$ cat src/rtl/receptor_sonar.sv
// rtl/receptor_sonar.sv - Sonar angle/distance serial frame receiver (optional feature macro: RX_PARITY_CHECK_EN)
module receptor_sonar #(
    parameter int CLKS_PER_BIT = 434,
    parameter int SYNC_STAGES  = 2
) (
    input  logic        clock,
    input  logic        reset,
    input  logic        entrada_serial,
    output logic [11:0] angulo,
    output logic [11:0] distancia,
    output logic        pronto,
    output logic        erro_quadro,
    output logic        erro_paridade,
    output logic        erro_formato,
    output logic [3:0]  db_estado
);

    localparam int CW = $clog2(CLKS_PER_BIT + 1);
    localparam logic [CW-1:0] HALF_BIT = CW'(CLKS_PER_BIT / 2);
    localparam logic [CW-1:0] FULL_BIT = CW'(CLKS_PER_BIT);
    localparam logic [6:0]    CH_HASH  = 7'h23;
    localparam logic [6:0]    CH_COMMA = 7'h2C;

    typedef enum logic [2:0] {
        E_IDLE, E_START, E_DATA, E_PAR, E_STOP1, E_STOP2, E_WAIT
    } eng_t;

    typedef enum logic [2:0] {
        P_A2, P_A1, P_A0, P_VIRGULA, P_D2, P_D1, P_D0, P_TERM
    } prs_t;

    logic [SYNC_STAGES-1:0] sync_q;
    logic                   rx_prev_q;
    logic                   rx;

    eng_t                   eng_q;
    logic [CW-1:0]          cnt_q;
    logic [2:0]             bit_q;
    logic [6:0]             shift_q;
    logic [6:0]             char_q;
    logic                   char_valid_q;
    logic                   erro_quadro_q;
    logic                   char_err;
    logic                   sample;

    prs_t                   prs_q;
    logic [11:0]            ang_sh_q;
    logic [11:0]            dist_sh_q;
    logic [11:0]            ang_q;
    logic [11:0]            dist_q;
    logic                   pronto_q;
    logic                   erro_formato_q;
    logic                   is_digit;

    assign rx = sync_q[SYNC_STAGES-1];

    // Start-bit midpoint is half a bit after the edge; every later bit is one full bit after the previous sample.
    assign sample   = (eng_q == E_START) ? (cnt_q == HALF_BIT) : (cnt_q == FULL_BIT);
    assign is_digit = (char_q >= 7'h30) && (char_q <= 7'h39);

    // Metastability synchronizer plus one-cycle history for falling-edge detection.
    always_ff @(posedge clock or negedge reset) begin
        if (!reset) begin
            sync_q    <= '1;
            rx_prev_q <= 1'b1;
        end else begin
            sync_q    <= SYNC_STAGES'({sync_q, entrada_serial});
            rx_prev_q <= rx;
        end
    end

`ifdef RX_PARITY_CHECK_EN
    logic par_ok_q;
    logic erro_paridade_q;
    assign erro_paridade = erro_paridade_q;
    assign char_err      = erro_quadro_q | erro_paridade_q;
`else
    assign erro_paridade = 1'b0;
    assign char_err      = erro_quadro_q;
`endif

    // Bit engine: start detect, mid-bit sampling, parity and stop checking, character hand-off.
    always_ff @(posedge clock or negedge reset) begin
        if (!reset) begin
            eng_q           <= E_IDLE;
            cnt_q           <= '0;
            bit_q           <= '0;
            shift_q         <= '0;
            char_q          <= '0;
            char_valid_q    <= 1'b0;
            erro_quadro_q   <= 1'b0;
`ifdef RX_PARITY_CHECK_EN
            par_ok_q        <= 1'b0;
            erro_paridade_q <= 1'b0;
`endif
        end else begin
            char_valid_q  <= 1'b0;
            erro_quadro_q <= 1'b0;
`ifdef RX_PARITY_CHECK_EN
            erro_paridade_q <= 1'b0;
`endif
            if (eng_q != E_IDLE && eng_q != E_WAIT) begin
                cnt_q <= sample ? CW'(1) : cnt_q + CW'(1);
            end
            case (eng_q)
                E_IDLE: begin
                    if (rx_prev_q && !rx) begin
                        eng_q <= E_START;
                        cnt_q <= CW'(1);
                    end
                end
                E_START: begin
                    if (sample) begin
                        eng_q <= rx ? E_IDLE : E_DATA;
                        bit_q <= '0;
                    end
                end
                E_DATA: begin
                    if (sample) begin
                        shift_q <= {rx, shift_q[6:1]};
                        bit_q   <= bit_q + 3'd1;
                        if (bit_q == 3'd6) eng_q <= E_PAR;
                    end
                end
                E_PAR: begin
                    if (sample) begin
`ifdef RX_PARITY_CHECK_EN
                        par_ok_q <= ^{shift_q, rx};
`endif
                        eng_q <= E_STOP1;
                    end
                end
                E_STOP1: begin
                    if (sample) begin
                        if (!rx) begin
                            erro_quadro_q <= 1'b1;
                            eng_q         <= E_WAIT;
                        end else begin
                            eng_q <= E_STOP2;
                        end
                    end
                end
                E_STOP2: begin
                    if (sample) begin
                        if (!rx) begin
                            erro_quadro_q <= 1'b1;
                            eng_q         <= E_WAIT;
                        end else begin
                            eng_q <= E_IDLE;
`ifdef RX_PARITY_CHECK_EN
                            if (!par_ok_q) begin
                                erro_paridade_q <= 1'b1;
                            end else begin
                                char_q       <= shift_q;
                                char_valid_q <= 1'b1;
                            end
`else
                            char_q       <= shift_q;
                            char_valid_q <= 1'b1;
`endif
                        end
                    end
                end
                E_WAIT: begin
                    if (rx) eng_q <= E_IDLE;
                end
                default: eng_q <= E_IDLE;
            endcase
        end
    end

    // Frame parser: walks a2 a1 a0 ',' d2 d1 d0 '#', publishing the shadow values only on a complete frame.
    always_ff @(posedge clock or negedge reset) begin
        if (!reset) begin
            prs_q          <= P_A2;
            ang_sh_q       <= '0;
            dist_sh_q      <= '0;
            ang_q          <= '0;
            dist_q         <= '0;
            pronto_q       <= 1'b0;
            erro_formato_q <= 1'b0;
        end else begin
            pronto_q       <= 1'b0;
            erro_formato_q <= 1'b0;
            if (char_err) begin
                prs_q <= P_A2;
            end else if (char_valid_q) begin
                if (char_q == CH_HASH) begin
                    if (prs_q == P_TERM) begin
                        ang_q    <= ang_sh_q;
                        dist_q   <= dist_sh_q;
                        pronto_q <= 1'b1;
                    end else begin
                        erro_formato_q <= 1'b1;
                    end
                    prs_q <= P_A2;
                end else begin
                    case (prs_q)
                        P_A2, P_A1, P_A0, P_D2, P_D1, P_D0: begin
                            if (is_digit) begin
                                case (prs_q)
                                    P_A2:    ang_sh_q[11:8]  <= char_q[3:0];
                                    P_A1:    ang_sh_q[7:4]   <= char_q[3:0];
                                    P_A0:    ang_sh_q[3:0]   <= char_q[3:0];
                                    P_D2:    dist_sh_q[11:8] <= char_q[3:0];
                                    P_D1:    dist_sh_q[7:4]  <= char_q[3:0];
                                    default: dist_sh_q[3:0]  <= char_q[3:0];
                                endcase
                                prs_q <= prs_t'(prs_q + 3'd1);
                            end else begin
                                erro_formato_q <= 1'b1;
                                prs_q          <= P_A2;
                            end
                        end
                        P_VIRGULA: begin
                            if (char_q == CH_COMMA) begin
                                prs_q <= P_D2;
                            end else begin
                                erro_formato_q <= 1'b1;
                                prs_q          <= P_A2;
                            end
                        end
                        default: begin
                            erro_formato_q <= 1'b1;
                            prs_q          <= P_A2;
                        end
                    endcase
                end
            end
        end
    end

    assign angulo       = ang_q;
    assign distancia    = dist_q;
    assign pronto       = pronto_q;
    assign erro_quadro  = erro_quadro_q;
    assign erro_formato = erro_formato_q;
    assign db_estado    = {1'b0, prs_q};

endmodule

$ cat config.mk
export PLATFORM = sky130hd
export DESIGN_NAME = receptor_sonar
export DESIGN_NICKNAME = d
export VERILOG_FILES = /design/src/rtl/receptor_sonar.sv
export SDC_FILE = /design/constraint.sdc
export NUM_CORES = 1
export LEC_CHECK = 0
export BUFFER_PORTS_ARGS = -buffer_cell sky130_fd_sc_hd__buf_4
export CAP_MARGIN = 25
export CORE_ASPECT_RATIO = 0.75
export CORE_MARGIN = 2
export CORE_UTILIZATION = 59
export DETAILED_ROUTE_END_ITERATION = 6
export PLACE_DENSITY = 0.87
export SLEW_MARGIN = 0
export SYNTH_ARGS = -nofsm -noshare
export SYNTH_HDL_FRONTEND = slang
export SYNTH_SLANG_ARGS = --single-unit
export TNS_END_PERCENT = 50
$ cat constraint.sdc
create_clock -name clock -period 2.4 [get_ports clock]
set_input_delay 0.12 -clock clock [delete_from_list [all_inputs] [get_ports clock]]
set_output_delay 0.12 -clock clock [all_outputs]
set_load 0.05 [all_outputs]
==> flow_summary.json, run 1 <==
{
  "status": "finished clean",
  "gp_congestion": 0.9094,
  "cap_violations": 0,
  "overflow": 0,
  "layout-drive-gt1-share": 0.3714,
  "syn_area_mm2": 0.004065,
  "rrSetupSlack_ns": 0.33,
  "final_cell_area_mm2": 0.004613,
  "p_sw_frac": 0.2567,
  "n_antenna_cell": 0,
  "p_sw_mw": 0.7721,
  "row_count": 26,
  "preCtsSetupSlack_ns": 0.3324,
  "synthDistinctLibCells": 55,
  "yosys.area.top_type": "dfrtp_1",
  "layout_setup_ws_ns": 0.3285,
  "seqCellArea_mm2": 0.002181,
  "setup_viol_count_final": 0,
  "first_pass_iters": 4,
  "pwr-share-clk": 0.372,
  "power.density_mw_per_mm2": 651.9,
  "grt_use_met2": 0.3536,
  "hold_ws_ns": 0.3040,
  "clock_skew_ns": 0.007902,
  "end_kind": "flop",
  "hpwl_mm": 5.398,
  "drtIter0Drc": 172,
  "cp.arrival_ns": 2.32,
  "clock_sinks": 87,
  "nFillCells": 450,
  "synth_most_common_cell": "dfrtp_1",
  "rr_endpoint": "dist_sh_q[3]$_DFFE_PN0P_",
  "core_mm2": 0.006734,
  "rr_startpoint": "prs_q[1]$_DFFE_PN0P_",
  "power_frac_seq": 0.538,
  "synth_enable_flop_cells": 0,
  "final_util": 0.6851,
  "die_y_um": 75.89,
  "max-vdd-ir-drop_uv": 432.5,
  "dieArea_mm2": 0.007577,
  "place_area_mm2": 0.004375,
  "drt_wl_total_mm": 7.952,
  "antenna_found_initial": 0,
  "internal_power_mw": 2.235,
  "gr-usage-all-layers": 0.2291,
  "cts_root_buf": "clkbuf_8",
  "hp-class": "in2async",
  "p_comb_frac": 0.090,
  "period_needed_ns": 2.071,
  "busiest_layer": "met2",
  "drv_slew": 0,
  "top_level_ports": 35,
  "grt_pass1_wl_mm": 13.16,
  "synthTopCellsByCount": "84 x dfrtp_1, 62 x mux2_2, 13 x inv_1, 12 x nor3_1, 10 x ha_1",
  "path_clk_slew_ns": 0.08,
  "final_cells": 434,
  "required_ns": 2.64,
  "dp_cells": 417,
  "path_class": "reg2reg",
  "ys_seq_area_frac": 0.5365,
  "grt_max_degree": 47,
  "ant_nets": 0,
  "via_per_inst": 6.012,
  "start_util": 0.6037,
  "port_buffers": 32,
  "cp-start-kind": "flop",
  "synth_cells": 310,
  "path_max_fanout": 6,
  "synthFlopType": "dfrtp_1",
  "max_slew_margin": 0.4001,
  "async_reset_ff_frac": 1.000,
  "area_delta_synth_final_pct": 13.48,
  "die_w_um": 99.85,
  "avgSynthCellArea_um2": 13.11,
  "use_met1": 0.3266,
  "fin_tns_setup_ns": 0,
  "fmaxAchievable_ghz": 0.4827,
  "yosysWarnings": 0,
  "post_cts_resized": 0,
  "ff2ff_path_depth": 5,
  "cts_tree": "built",
  "grtUsageMet3": 0.06147,
  "p_leak_nw": 2.251,
  "drc": 0,
  "htreeDepth": 3,
  "power_mw": 3.007,
  "clock_path_buffers": 2,
  "nets": 359,
  "clk_latency_ns": 0.36,
  "multi_input_area_mm2": 0.001735,
  "synth_seq_cells": 87,
  "yosys-top-cells-area": "dfrtp_1 52%, mux2_2 17%, ha_1 3.1%, dfstp_2 1.9%, xor2_1 1.7%",
  "cts_buffers": 9,
  "grt_pass1_vias": 2591,
  "worst_pin_slew_ns": 0.8916,
  "rsz0062_at_grt": "false",
  "synth_top_area_share": 0.5171,
  "num_vias": 2609,
  "wire_per_inst_um": 18.32,
  "post-route-period-util": 0.8631,
  "finalHoldViolations": 0
}
layer usage:
| metal | vias up | routed length [um] |
|---|---|---|
| met5 | - | 0 |
| met4 | 0 | 108 |
| met3 | 12 | 476 |
| met2 | 78 | 3811 |
| met1 | 1319 | 3555 |
| li1 | 1200 | - |
cells in the final DEF, fill, tap and decap left out, drive strengths merged, types with 4 or more instances in the layout:
cell type / n
ha: 10
inv: 15
mux2: 62
nor3: 12
nand2b: 6
o2111ai: 5
dfrtp: 84
clkbuf: 9
xor2: 8
nor4: 5
buf: 39
nand3: 9
a21oi: 4
nand3b: 4
o21ai: 5
nor2: 9
and3: 5
o211ai: 5
registers in the layout, summed over array words and instances, names as in the netlist, 2 cells and up:
signal	count
prs_q	3
distancia	12
cnt_q	9
bit_q	3
shift_q	7
angulo	12
ang_sh_q	12
sync_q	2
eng_q	3
char_q	7
dist_sh_q	12
what timing repair did:
action	in CTS	in global routing
hold buffers	2	0
endpoints found under the setup margin	0	0
buffers inserted	0	0
endpoints found under the hold margin	43	0
critical path, stage by stage, from the launching register on:
cell,delay (ns)
dfrtp_1,0.48
inv_1,0.10
ha_1,0.23
a2111oi_0,0.44
and3_1,0.35
mux2_2,0.37
how the worst max path moves through the flow:
stage / startpoint / endpoint / slack [ns] / cells after the start
5_1_grt: prs_q[0]$_DFFE_PN0P_ / dist_sh_q[0]$_DFFE_PN0P_ / 0.20 / 5
2_1_floorplan: prs_q[0]$_DFFE_PN0P_ / dist_sh_q[0]$_DFFE_PN0P_ / 0.25 / 6
3_3_place_gp: char_q[4]$_DFFE_PN0P_ / distancia[5]$_DFFE_PN0P_ / 0.51 / 5
6_report: prs_q[1]$_DFFE_PN0P_ / dist_sh_q[3]$_DFFE_PN0P_ / 0.33 / 5
4_1_cts: prs_q[1]$_DFFE_PN0P_ / dist_sh_q[3]$_DFFE_PN0P_ / 0.33 / 5
3_5_place_dp: prs_q[0]$_DFFE_PN0P_ / dist_sh_q[3]$_DFFE_PN0P_ / 0.33 / 5
logic make-up after synthesis:
kind of cell    Yosys count  synth area share
simple gates             74            0.1262
other cells               1         0.0009225
compound gates           37           0.07664
xor+xnor                  8           0.01724
fa+ha+maj                10           0.03078
buf+inv                  30           0.03755
flops                    87            0.5365
mux                      63            0.1742
power by group through the flow:
stage	clock (mW)	combinational, mW	sequential, mW
after floorplan	0	0.228	1.61
after CTS	1.14	0.273	1.61
final	1.12	0.272	1.62
after global placement	0	0.252	1.64
after global routing	1.21	0.305	1.63
after detailed placement	0	0.269	1.64
area by class of cell:
cell class | count | area share
tap | 84 | 0.02278
clock inverter | 6 | 0.02034
inverter | 13 | 0.01058
timing repair buffer | 41 | 0.07052
sequential | 87 | 0.4727
clock buffer | 9 | 0.02685
multi-input combinational | 194 | 0.3762
Power figures use the tool's default switching activity.
==> run 2, diff against run 1 <==
--- a/config.mk
+++ b/config.mk
@@ -8,11 +8,11 @@
 export BUFFER_PORTS_ARGS = -buffer_cell sky130_fd_sc_hd__buf_4
 export CAP_MARGIN = 25
 export CORE_ASPECT_RATIO = 0.75
-export CORE_MARGIN = 2
+export CORE_MARGIN = 1.5
 export CORE_UTILIZATION = 59
 export DETAILED_ROUTE_END_ITERATION = 6
 export PLACE_DENSITY = 0.87
-export SLEW_MARGIN = 0
+export SLEW_MARGIN = 20
 export SYNTH_ARGS = -nofsm -noshare
 export SYNTH_HDL_FRONTEND = slang
 export SYNTH_SLANG_ARGS = --single-unit
==> constraint.sdc (replaced) <==
create_clock -name clock -period 2.4 [get_ports clock]
set_input_delay 0.48 -clock clock [delete_from_list [all_inputs] [get_ports clock]]
set_output_delay 0.48 -clock clock [all_outputs]
set_load 0.05 [all_outputs]
==> run 2 against run 1 <==
Net effect:
- the run now ends with design-rule violations left
- largest cell class unchanged
- maximum frequency decreased by 0.31%
- critical endpoint is now distancia[9]$_DFFE_PN0P_
- register-to-register slack about the same
- total power decreased by 0.22%
- die area decreased by 2.3%
- final cell count decreased by 0.46%
- setup slack got worse by 0.0064 ns
- highest routed layer unchanged
- sequential cell count unchanged
==> flow_summary.json, run 2 (same netlist as run 1, synthesis figures left out) <==
{
  "status": "complete, but fails checks",
  "violations": "design-rule violations",
  "path_class": "reg2reg",
  "cp-start-kind": "flop",
  "core_mm2": 0.006475,
  "slowest_stage": "dfrtp_1",
  "nets": 359,
  "setup_viol_count_final": 0,
  "antenna_found_initial": 0,
  "end_kind": "flop",
  "cts_root_buf": "clkbuf_8",
  "first_pass_iters": 6,
  "gr-usage-all-layers": 0.2396,
  "drv_slew": 0,
  "grt_pass1_vias": 2614,
  "preCtsSetupSlack_ns": 0.4292,
  "finalHoldViolations": 0,
  "path_max_fanout": 25,
  "worstPathCellList": "nor3b_1 > and3_1 > and4_1 > buf_4 > mux2_2",
  "clock_path_buffers": 2,
  "clock_skew_ns": 0.009380,
  "num_vias": 2590,
  "grt_max_degree": 52,
  "cts_buffers": 9,
  "nFillCells": 438,
  "max_slew_margin": 0.5186,
  "final_cells": 432,
  "required_ns": 2.64,
  "period_needed_ns": 2.078,
  "internal_power_mw": 2.236,
  "cts_tree": "built",
  "rsz0062_at_grt": "false",
  "power.density_mw_per_mm2": 653.1,
  "start_util": 0.6278,
  "top_level_ports": 35,
  "p_sw_mw": 0.7645,
  "drt_wl_total_mm": 7.980,
  "max-vdd-ir-drop_uv": 436.7,
  "die_w_um": 98.85,
  "die_y_um": 74.89,
  "p_comb_frac": 0.087,
  "overflow": 0,
  "n_antenna_cell": 0,
  "grt_pass1_wl_mm": 13.36,
  "layout-drive-gt1-share": 0.3761,
  "area_delta_synth_final_pct": 13.02,
  "pwr-share-clk": 0.375,
  "p_leak_nw": 2.245,
  "drtIter0Drc": 189,
  "post-route-period-util": 0.8658,
  "dp_cells": 416,
  "port_buffers": 32,
  "cp.arrival_ns": 2.32,
  "power_frac_seq": 0.538,
  "drc": 4,
  "cp_slowest_stage_delay_ns": 0.41,
  "cap_violations": 0,
  "post_cts_resized": 0,
  "fmaxAchievable_ghz": 0.4813,
  "row_count": 25,
  "final_common_cell": "dfrtp_1",
  "worst_pin_slew_ns": 0.7155,
  "postCtsSetupBuffers": 0,
  "gp_congestion": 0.9092,
  "cts_hold_buf": 0,
  "clk_latency_ns": 0.36,
  "hp-class": "in2async",
  "via_per_inst": 5.995,
  "fin_tns_setup_ns": 0,
  "hpwl_mm": 5.253,
  "final_cell_mix": "84 x dfrtp_1, 62 x mux2_2, 41 x buf_4",
  "critical_path.top_delay_family": "simple AND/OR/NAND/NOR gates",
  "layout_setup_ws_ns": 0.3221,
  "p_sw_frac": 0.2548,
  "ant_nets": 0,
  "wire_per_inst_um": 18.47,
  "clock_sinks": 87,
  "path_clk_slew_ns": 0.09,
  "dieArea_mm2": 0.007402,
  "cp.buffers_inverters": 1,
  "htreeDepth": 3
}
-- run 2: changes by cell type in the layout (fill, tap and decap cells not counted) --
cell           before  now
clkinvlp_4          1    2
clkbuf_1            0    1
buf_4              38   41
dlygate4sd3_1       2    0
buf_12              1    0
clkinv_4            1    0
-- run 2: cell type report --
type / count / area, um2 / share of cell area
Clock buffer: 10 / 127.6 / 0.02778
Clock inverter: 6 / 92.59 / 0.02015
Inverter: 13 / 48.80 / 0.01062
Multi-Input combinational cell: 194 / 1735 / 0.3777
Sequential cell: 87 / 2181 / 0.4747
Tap cell: 81 / 101.3 / 0.02206
Timing Repair Buffer: 41 / 307.8 / 0.06699
-- run 2: path summary, 6_finish.rpt --
path,slack [ns],depth (start not counted),endpoint,start
setup / recovery,0.32,5,distancia[9]$_DFFE_PN0P_,char_q[4]$_DFFE_PN0P_
hold / removal,0.13,1,angulo[9]$_DFFE_PN0P_,reset
setup reg to reg,0.32,5,distancia[9]$_DFFE_PN0P_,char_q[4]$_DFFE_PN0P_
hold reg to reg,0.36,0,sync_q[1]$_DFF_PN1_,sync_q[0]$_DFF_PN1_
max in group asynchronous,1.54,2,sync_q[1]$_DFF_PN1_,reset
min in group clock,0.22,1,sync_q[0]$_DFF_PN1_,entrada_serial
-- run 2: worst register-to-register path, cell delays in order (launching register included) --
cell,delay [ns]
dfrtp_1,0.41
nor3b_1,0.33
and3_1,0.27
and4_1,0.21
buf_4,0.33
mux2_2,0.41
-- run 2: through the flow --
stage                 util  total power, mW  area [um2]  hold slack [ns]
floorplan                -            1.834        4069           0.1844
global placement    0.6756            1.893        4374           0.3463
detailed placement  0.6756            1.905        4374           0.3485
CTS                 0.7096            3.032        4594           0.1408
global route        0.7096            3.137        4594           0.1807
finish              0.7096            3.001        4594           0.1309
-- run 2: layer usage --
layer / global-route usage / part of all wire / vias to the layer above
met5: 0 / 0 / -
met4: 0.09841 / 0.014 / 0
met3: 0.06592 / 0.043 / 11
met2: 0.3648 / 0.47 / 72
met1: 0.3325 / 0.47 / 1307
li1: - / - / 1200
-- run 2: power by group through the flow --
stage | logic, mW | registers, mW | clock network, mW
after floorplan | 0.228 | 1.61 | 0
after global placement | 0.255 | 1.64 | 0
after detailed placement | 0.263 | 1.64 | 0
after CTS | 0.264 | 1.61 | 1.16
after global routing | 0.300 | 1.63 | 1.21
final | 0.262 | 1.61 | 1.12
